[config.mk]
export PLATFORM = sky130hd
export DESIGN_NAME = fp_compare_unit
export DESIGN_NICKNAME = d
export VERILOG_FILES = /design/src/rtl/fp_compare_unit.sv
export SDC_FILE = /design/constraint.sdc
export NUM_CORES = 1
export LEC_CHECK = 0
export CAP_MARGIN = 10
export CORE_MARGIN = 3
export CORE_UTILIZATION = 35
export CTS_BUF_LIST = sky130_fd_sc_hd__clkbuf_2 sky130_fd_sc_hd__clkbuf_4 sky130_fd_sc_hd__clkbuf_8
export DETAILED_ROUTE_END_ITERATION = 10
export HOLD_SLACK_MARGIN = 0.06
export MAX_ROUTING_LAYER = met4
export PLACE_DENSITY = 0.7
export SYNTH_ARGS = -nofsm -noshare
export SYNTH_HDL_FRONTEND = slang
export SYNTH_SLANG_ARGS = --single-unit
[constraint.sdc]
create_clock -name clk -period 1.85 [get_ports clk]
set_clock_uncertainty 0.1 [all_clocks]
set_input_delay 0.2775 -clock clk [delete_from_list [all_inputs] [get_ports clk]]
set_output_delay 0.2775 -clock clk [all_outputs]
set_load 0.02 [all_outputs]
[src/rtl/fp_compare_unit.sv]
// Two-stage IEEE-754 compare/select (FEQ/FLT/FLE/FMIN/FMAX) with a valid/ready handshake and tag passthrough.
// Defining FP_COMPARE_FCLASS_EN adds FCLASS on in_op=101; otherwise that encoding is reserved.
module fp_compare_unit #(
  parameter int BUS_WIDTH = 64,
  parameter int TAG_WIDTH = 5
) (
  input  logic                 clk,
  input  logic                 rst,
  input  logic                 in_valid,
  output logic                 in_ready,
  input  logic [2:0]           in_op,
  input  logic [BUS_WIDTH-1:0] in_a,
  input  logic [BUS_WIDTH-1:0] in_b,
  input  logic [TAG_WIDTH-1:0] in_tag,
  output logic                 out_valid,
  input  logic                 out_ready,
  output logic [BUS_WIDTH-1:0] out_data,
  output logic                 out_nv,
  output logic [TAG_WIDTH-1:0] out_tag
);
  localparam int EXP_W  = (BUS_WIDTH == 32) ? 8 : 11;
  localparam int MANT_W = BUS_WIDTH - 1 - EXP_W;
  localparam logic [BUS_WIDTH-1:0] CANON_NAN = {1'b0, {EXP_W{1'b1}}, 1'b1, {(MANT_W-1){1'b0}}};

  localparam logic [2:0] OP_FEQ  = 3'b000;
  localparam logic [2:0] OP_FLT  = 3'b001;
  localparam logic [2:0] OP_FLE  = 3'b010;
  localparam logic [2:0] OP_FMIN = 3'b011;
  localparam logic [2:0] OP_FMAX = 3'b100;
`ifdef FP_COMPARE_FCLASS_EN
  localparam logic [2:0] OP_FCLASS = 3'b101;
`endif

  function automatic logic is_nan(input logic [BUS_WIDTH-1:0] x);
    return (&x[BUS_WIDTH-2 -: EXP_W]) && (|x[MANT_W-1:0]);
  endfunction

  function automatic logic is_snan(input logic [BUS_WIDTH-1:0] x);
    return is_nan(x) && !x[MANT_W-1];
  endfunction

  function automatic logic is_zero(input logic [BUS_WIDTH-1:0] x);
    return ~|x[BUS_WIDTH-2:0];
  endfunction

`ifdef FP_COMPARE_FCLASS_EN
  // One-hot class mask, bit order -inf,-norm,-sub,-0,+0,+sub,+norm,+inf,sNaN,qNaN.
  function automatic logic [9:0] fclass(input logic [BUS_WIDTH-1:0] x);
    logic neg, exp_ones, exp_zero, mant_zero;
    neg       = x[BUS_WIDTH-1];
    exp_ones  = &x[BUS_WIDTH-2 -: EXP_W];
    exp_zero  = ~|x[BUS_WIDTH-2 -: EXP_W];
    mant_zero = ~|x[MANT_W-1:0];
    if (exp_ones && !mant_zero) return x[MANT_W-1] ? 10'd512 : 10'd256;
    if (exp_ones)               return neg ? 10'd1 : 10'd128;
    if (exp_zero && mant_zero)  return neg ? 10'd8 : 10'd16;
    if (exp_zero)               return neg ? 10'd4 : 10'd32;
    return neg ? 10'd2 : 10'd64;
  endfunction
`endif

  logic                 s1_valid, s2_valid;
  logic                 s1_adv, s2_adv;
  logic [BUS_WIDTH-1:0] s1_a, s1_b;
  logic                 s1_a_nan, s1_a_snan, s1_a_zero;
  logic                 s1_b_nan, s1_b_snan, s1_b_zero;
  logic                 s1_lt, s1_eq;
  logic [2:0]           s1_op;
  logic [TAG_WIDTH-1:0] s1_tag;
  logic                 in_lt;
  logic                 any_nan, any_snan, both_zero;
  logic [BUS_WIDTH-1:0] res_data;
  logic                 res_nv;

  assign s2_adv    = !s2_valid || out_ready;
  assign s1_adv    = !s1_valid || s2_adv;
  assign in_ready  = s1_adv;
  assign out_valid = s2_valid;

  // Sign-magnitude total order; -0 sorts below +0 here, compares fold zeros later.
  always_comb begin
    case ({in_a[BUS_WIDTH-1], in_b[BUS_WIDTH-1]})
      2'b10:   in_lt = 1'b1;
      2'b01:   in_lt = 1'b0;
      2'b00:   in_lt = in_a[BUS_WIDTH-2:0] < in_b[BUS_WIDTH-2:0];
      default: in_lt = in_a[BUS_WIDTH-2:0] > in_b[BUS_WIDTH-2:0];
    endcase
  end

  always_comb begin
    any_nan   = s1_a_nan || s1_b_nan;
    any_snan  = s1_a_snan || s1_b_snan;
    both_zero = s1_a_zero && s1_b_zero;
    res_data  = '0;
    res_nv    = 1'b0;
    case (s1_op)
      OP_FEQ: begin
        res_data[0] = !any_nan && (s1_eq || both_zero);
        res_nv      = any_snan;
      end
      OP_FLT: begin
        res_data[0] = !any_nan && s1_lt && !both_zero;
        res_nv      = any_nan;
      end
      OP_FLE: begin
        res_data[0] = !any_nan && (s1_lt || s1_eq || both_zero);
        res_nv      = any_nan;
      end
      OP_FMIN, OP_FMAX: begin
        res_nv = any_snan;
        if (s1_a_nan && s1_b_nan)             res_data = CANON_NAN;
        else if (s1_a_nan)                    res_data = s1_b;
        else if (s1_b_nan)                    res_data = s1_a;
        else if ((s1_op == OP_FMIN) == s1_lt) res_data = s1_a;
        else                                  res_data = s1_b;
      end
`ifdef FP_COMPARE_FCLASS_EN
      OP_FCLASS: res_data[9:0] = fclass(s1_a);
`endif
      default: res_nv = 1'b1;
    endcase
  end

  always_ff @(posedge clk) begin
    if (rst) begin
      s1_valid  <= 1'b0;
      s2_valid  <= 1'b0;
      s1_a      <= '0;
      s1_b      <= '0;
      s1_a_nan  <= 1'b0;
      s1_a_snan <= 1'b0;
      s1_a_zero <= 1'b0;
      s1_b_nan  <= 1'b0;
      s1_b_snan <= 1'b0;
      s1_b_zero <= 1'b0;
      s1_lt     <= 1'b0;
      s1_eq     <= 1'b0;
      s1_op     <= '0;
      s1_tag    <= '0;
      out_data  <= '0;
      out_nv    <= 1'b0;
      out_tag   <= '0;
    end else begin
      if (s1_adv) begin
        s1_valid <= in_valid;
        if (in_valid) begin
          s1_a      <= in_a;
          s1_b      <= in_b;
          s1_a_nan  <= is_nan(in_a);
          s1_a_snan <= is_snan(in_a);
          s1_a_zero <= is_zero(in_a);
          s1_b_nan  <= is_nan(in_b);
          s1_b_snan <= is_snan(in_b);
          s1_b_zero <= is_zero(in_b);
          s1_lt     <= in_lt;
          s1_eq     <= (in_a == in_b);
          s1_op     <= in_op;
          s1_tag    <= in_tag;
        end
      end
      if (s2_adv) begin
        s2_valid <= s1_valid;
        if (s1_valid) begin
          out_data <= res_data;
          out_nv   <= res_nv;
          out_tag  <= s1_tag;
        end
      end
    end
  end

endmodule

==> results.tsv <==
metric	value	unit
grt_remaining_overflow	0	
vias	10900	
worst_slew_pin_slew	0.517	ns
core_area	28200	sq um
hpwl	25300	um
r2r-start	s1_op[2]$_SDFFE_PP0P_	
multi_input_area	6060	sq um
ios	212	
worstSetupPathType	in -> reg	
antenna_found_initial	2	
most-common-layout-cells	nand2_1, a21oi_1, dfxtp_1, buf_4, dlygate4sd2_1	
cp_max_fo	3	
r2r_cells	7	
worstPathArrival	2.17	ns
yosysSeqAreaShare	42.3	%
r2r-end	out_data[0]$_SDFFE_PP0P_	
syn_avg_cell_area	7.68	sq um
hold-path-endpoint	s1_b[15]$_SDFFE_PP0P_	
clk_pin_slew_worst_paths	0.06	ns
drc	0	
areaGrowthSynthToFinish	54.6	%
synth_cell_types	45	
grt_max_degree	67	
clock.fmax	531	MHz
cp.required	2.13	ns
min_path_cells	4	
io_buffers	211	
cts-htree-levels	2	
final_util	55.9	%
cts_tree	built	
fin_ws	-0.0339	ns
synth_warnings	0	
final-seq-area	4330	sq um
synth_edf_count	0	
synth_seq_cells	216	
hold_start	in_b[15]	
path_cells	dlygate4sd2_1 > ha_4 > nand4_1 > nor2_1 > a221oi_2 > a21boi_2 > a2111oi_4 > o21a_1 > o221ai_1	
rrSetupSlack	-0.03	ns
setup_viol_count_final	8	
mostFrequentLayoutCell	nand2_1	
grt_pass1_vias	10700	
wirelength	36600	um
maxSlewViolCount	0	
grt_pass1_wl	55300	um
synth_top_area_share	42.3	%
finalInstanceArea	15800	sq um
hold_viol_final	0	
dieHeight	177	um
crit_slowest_cell	a2111oi_4	
maxCapViolCount	0	
synth_area_leaders	dfxtp_1, nand2_1, a21oi_1	
syn_inst	1330	
total_power	0.0118	W
numCtsBuffers	39	
drtAntennaViolNets	0	
via_per_inst	5.15	
drtPass1Iterations	5	
synthesis.nets	1536	
end_kind	flop	
nFillCells	2566	
gp_congestion	0.911	
clock-sinks	216	
clk_path_buf_depth	3	
dpl_cell_area	14000	sq um
syn_area	10200	sq um
status	finished with violations	
yosysTopAreaCell	dfxtp_1	
setup_tns	-0.133	ns
wl_per_cell	17.3	um
synthArstFlopShare	0	%
drt-initial-drc-count	716	
fin_crit_sh	102	%
ys.flop_type	dfxtp_1	
slew_headroom	65.5	%
start_util	36.2	%
hold_class	in -> reg	
rsz0062_at_grt	true	
power_density	749	nW/um^2
vdd_drop_max	0.429	mV
track_usage	22.5	%
power.leakage	6.96	nW
die_width	177	um
drive_gt1_share	22.5	%
start_kind	primary input	
insertion_delay	0.53	ns
violations	negative setup slack	
dp_worst_setup_slack	-1.03	ns
num_rows	61	
dieArea	31300	sq um
final_nets	1913	
root_buffer	clkbuf_8	
critical_path.max_stage_delay	0.36	ns
fin_crit	1.88	ns
where the power goes:
part / leakage [nW] / internal [W] / switching (W) / total [W]
Clock: 0.432 / 0.00269 / 0.00201 / 0.00470
Combinational: 4.76 / 0.00105 / 0.00113 / 0.00218
Sequential: 1.77 / 0.00484 / 0.000100 / 0.00494
cells in the mapped netlist (all sizes together), types with 2 or more instances:
cell / count
nor2: 133
nor2b: 5
nand2b: 2
a211oi: 4
a22oi: 2
inv: 69
a21o: 3
nand4: 23
o2111ai: 12
dfxtp: 216
clkbuf: 54
nor4: 39
nand2: 330
a21boi: 2
a21oi: 239
mux2i: 52
and2: 2
buf: 26
nor3: 6
nand3: 13
o21ai: 11
ha: 66
o21a: 2
a221oi: 3
logic make-up after synthesis:
group,synth area share (%)
xor+xnor,0.159
buf+inv,6.20
simple gates,22.8
flops,42.3
mux,5.21
fa+ha+maj,8.08
compound gates,15.2
layout make-up:
| cell class | instances | area share (%) |
|---|---|---|
| Multi-Input combinational cell | 965 | 38.4 |
| Sequential cell | 216 | 27.4 |
| Timing Repair Buffer | 416 | 24.4 |
| Clock buffer | 60 | 4.72 |
| Tap cell | 378 | 3.00 |
| Inverter | 69 | 1.64 |
| Clock inverter | 7 | 0.396 |
| Antenna cell | 3 | 0.0476 |
through the flow:
| stage | hold slack, ns | cells |
|---|---|---|
| 6_report | 0.0813 | 2114 |
| 5_1_grt | 0.0729 | 2113 |
| 4_1_cts | 0.0643 | 2098 |
| 3_5_place_dp | 0.346 | 2017 |
| 3_3_place_gp | 0.341 | 2017 |
| 2_1_floorplan | 0.295 | 1330 |
flip-flops by register name, summed over array words and instances (netlist names), 3 cells and up:
signal    cells
s1_tag        5
out_tag       5
s1_a         64
s1_op         3
out_data     64
s1_b         64
what timing repair did:
item / in CTS / in global routing
gates cloned: 1 / 5
setup endpoints to repair: 137 / 68
gates resized for setup: 263 / 75
setup buffers: 10 / 5
hold endpoints to repair: 32 / 3
hold buffers: 3 / 3
pin swaps: 52 / 46
worst max-delay path by stage:
stage                                from                   endpoint  slack (ns)  cells after the start
global route        s1_op[2]$_SDFFE_PP0P_  out_data[10]$_SDFFE_PP0P_       -0.12                      9
finish                           in_a[44]         s1_lt$_SDFFE_PP0P_       -0.03                      9
CTS                 s1_op[2]$_SDFFE_PP0P_  out_data[24]$_SDFFE_PP0P_       -0.05                      9
floorplan                        in_b[56]         s1_lt$_SDFFE_PP0P_       -0.02                      9
detailed placement               in_b[11]         s1_lt$_SDFFE_PP0P_       -1.03                     10
global placement                 in_b[11]         s1_lt$_SDFFE_PP0P_       -1.05                     10
metal layers:
layer | share of wire (%) | global-route usage [%] | vias up | wire length [um]
li1 | - | - | 5267 | -
met1 | 45 | 29.4 | 5167 | 16300
met2 | 47 | 36.1 | 388 | 17000
met3 | 6.9 | 4.46 | 57 | 2540
met4 | 2.0 | 5.73 | 0 | 742
met5 | 0 | - | - | 0
critical path: cells and delay by family:
family	cells	cell delay, ns
AO/OA/AOI/OAI	5	1.05
adder cells (fa/ha/maj)	1	0.26
buffers and inverters	1	0.29
AND/OR/NAND/NOR	2	0.28
Power figures use the tool's default switching activity.
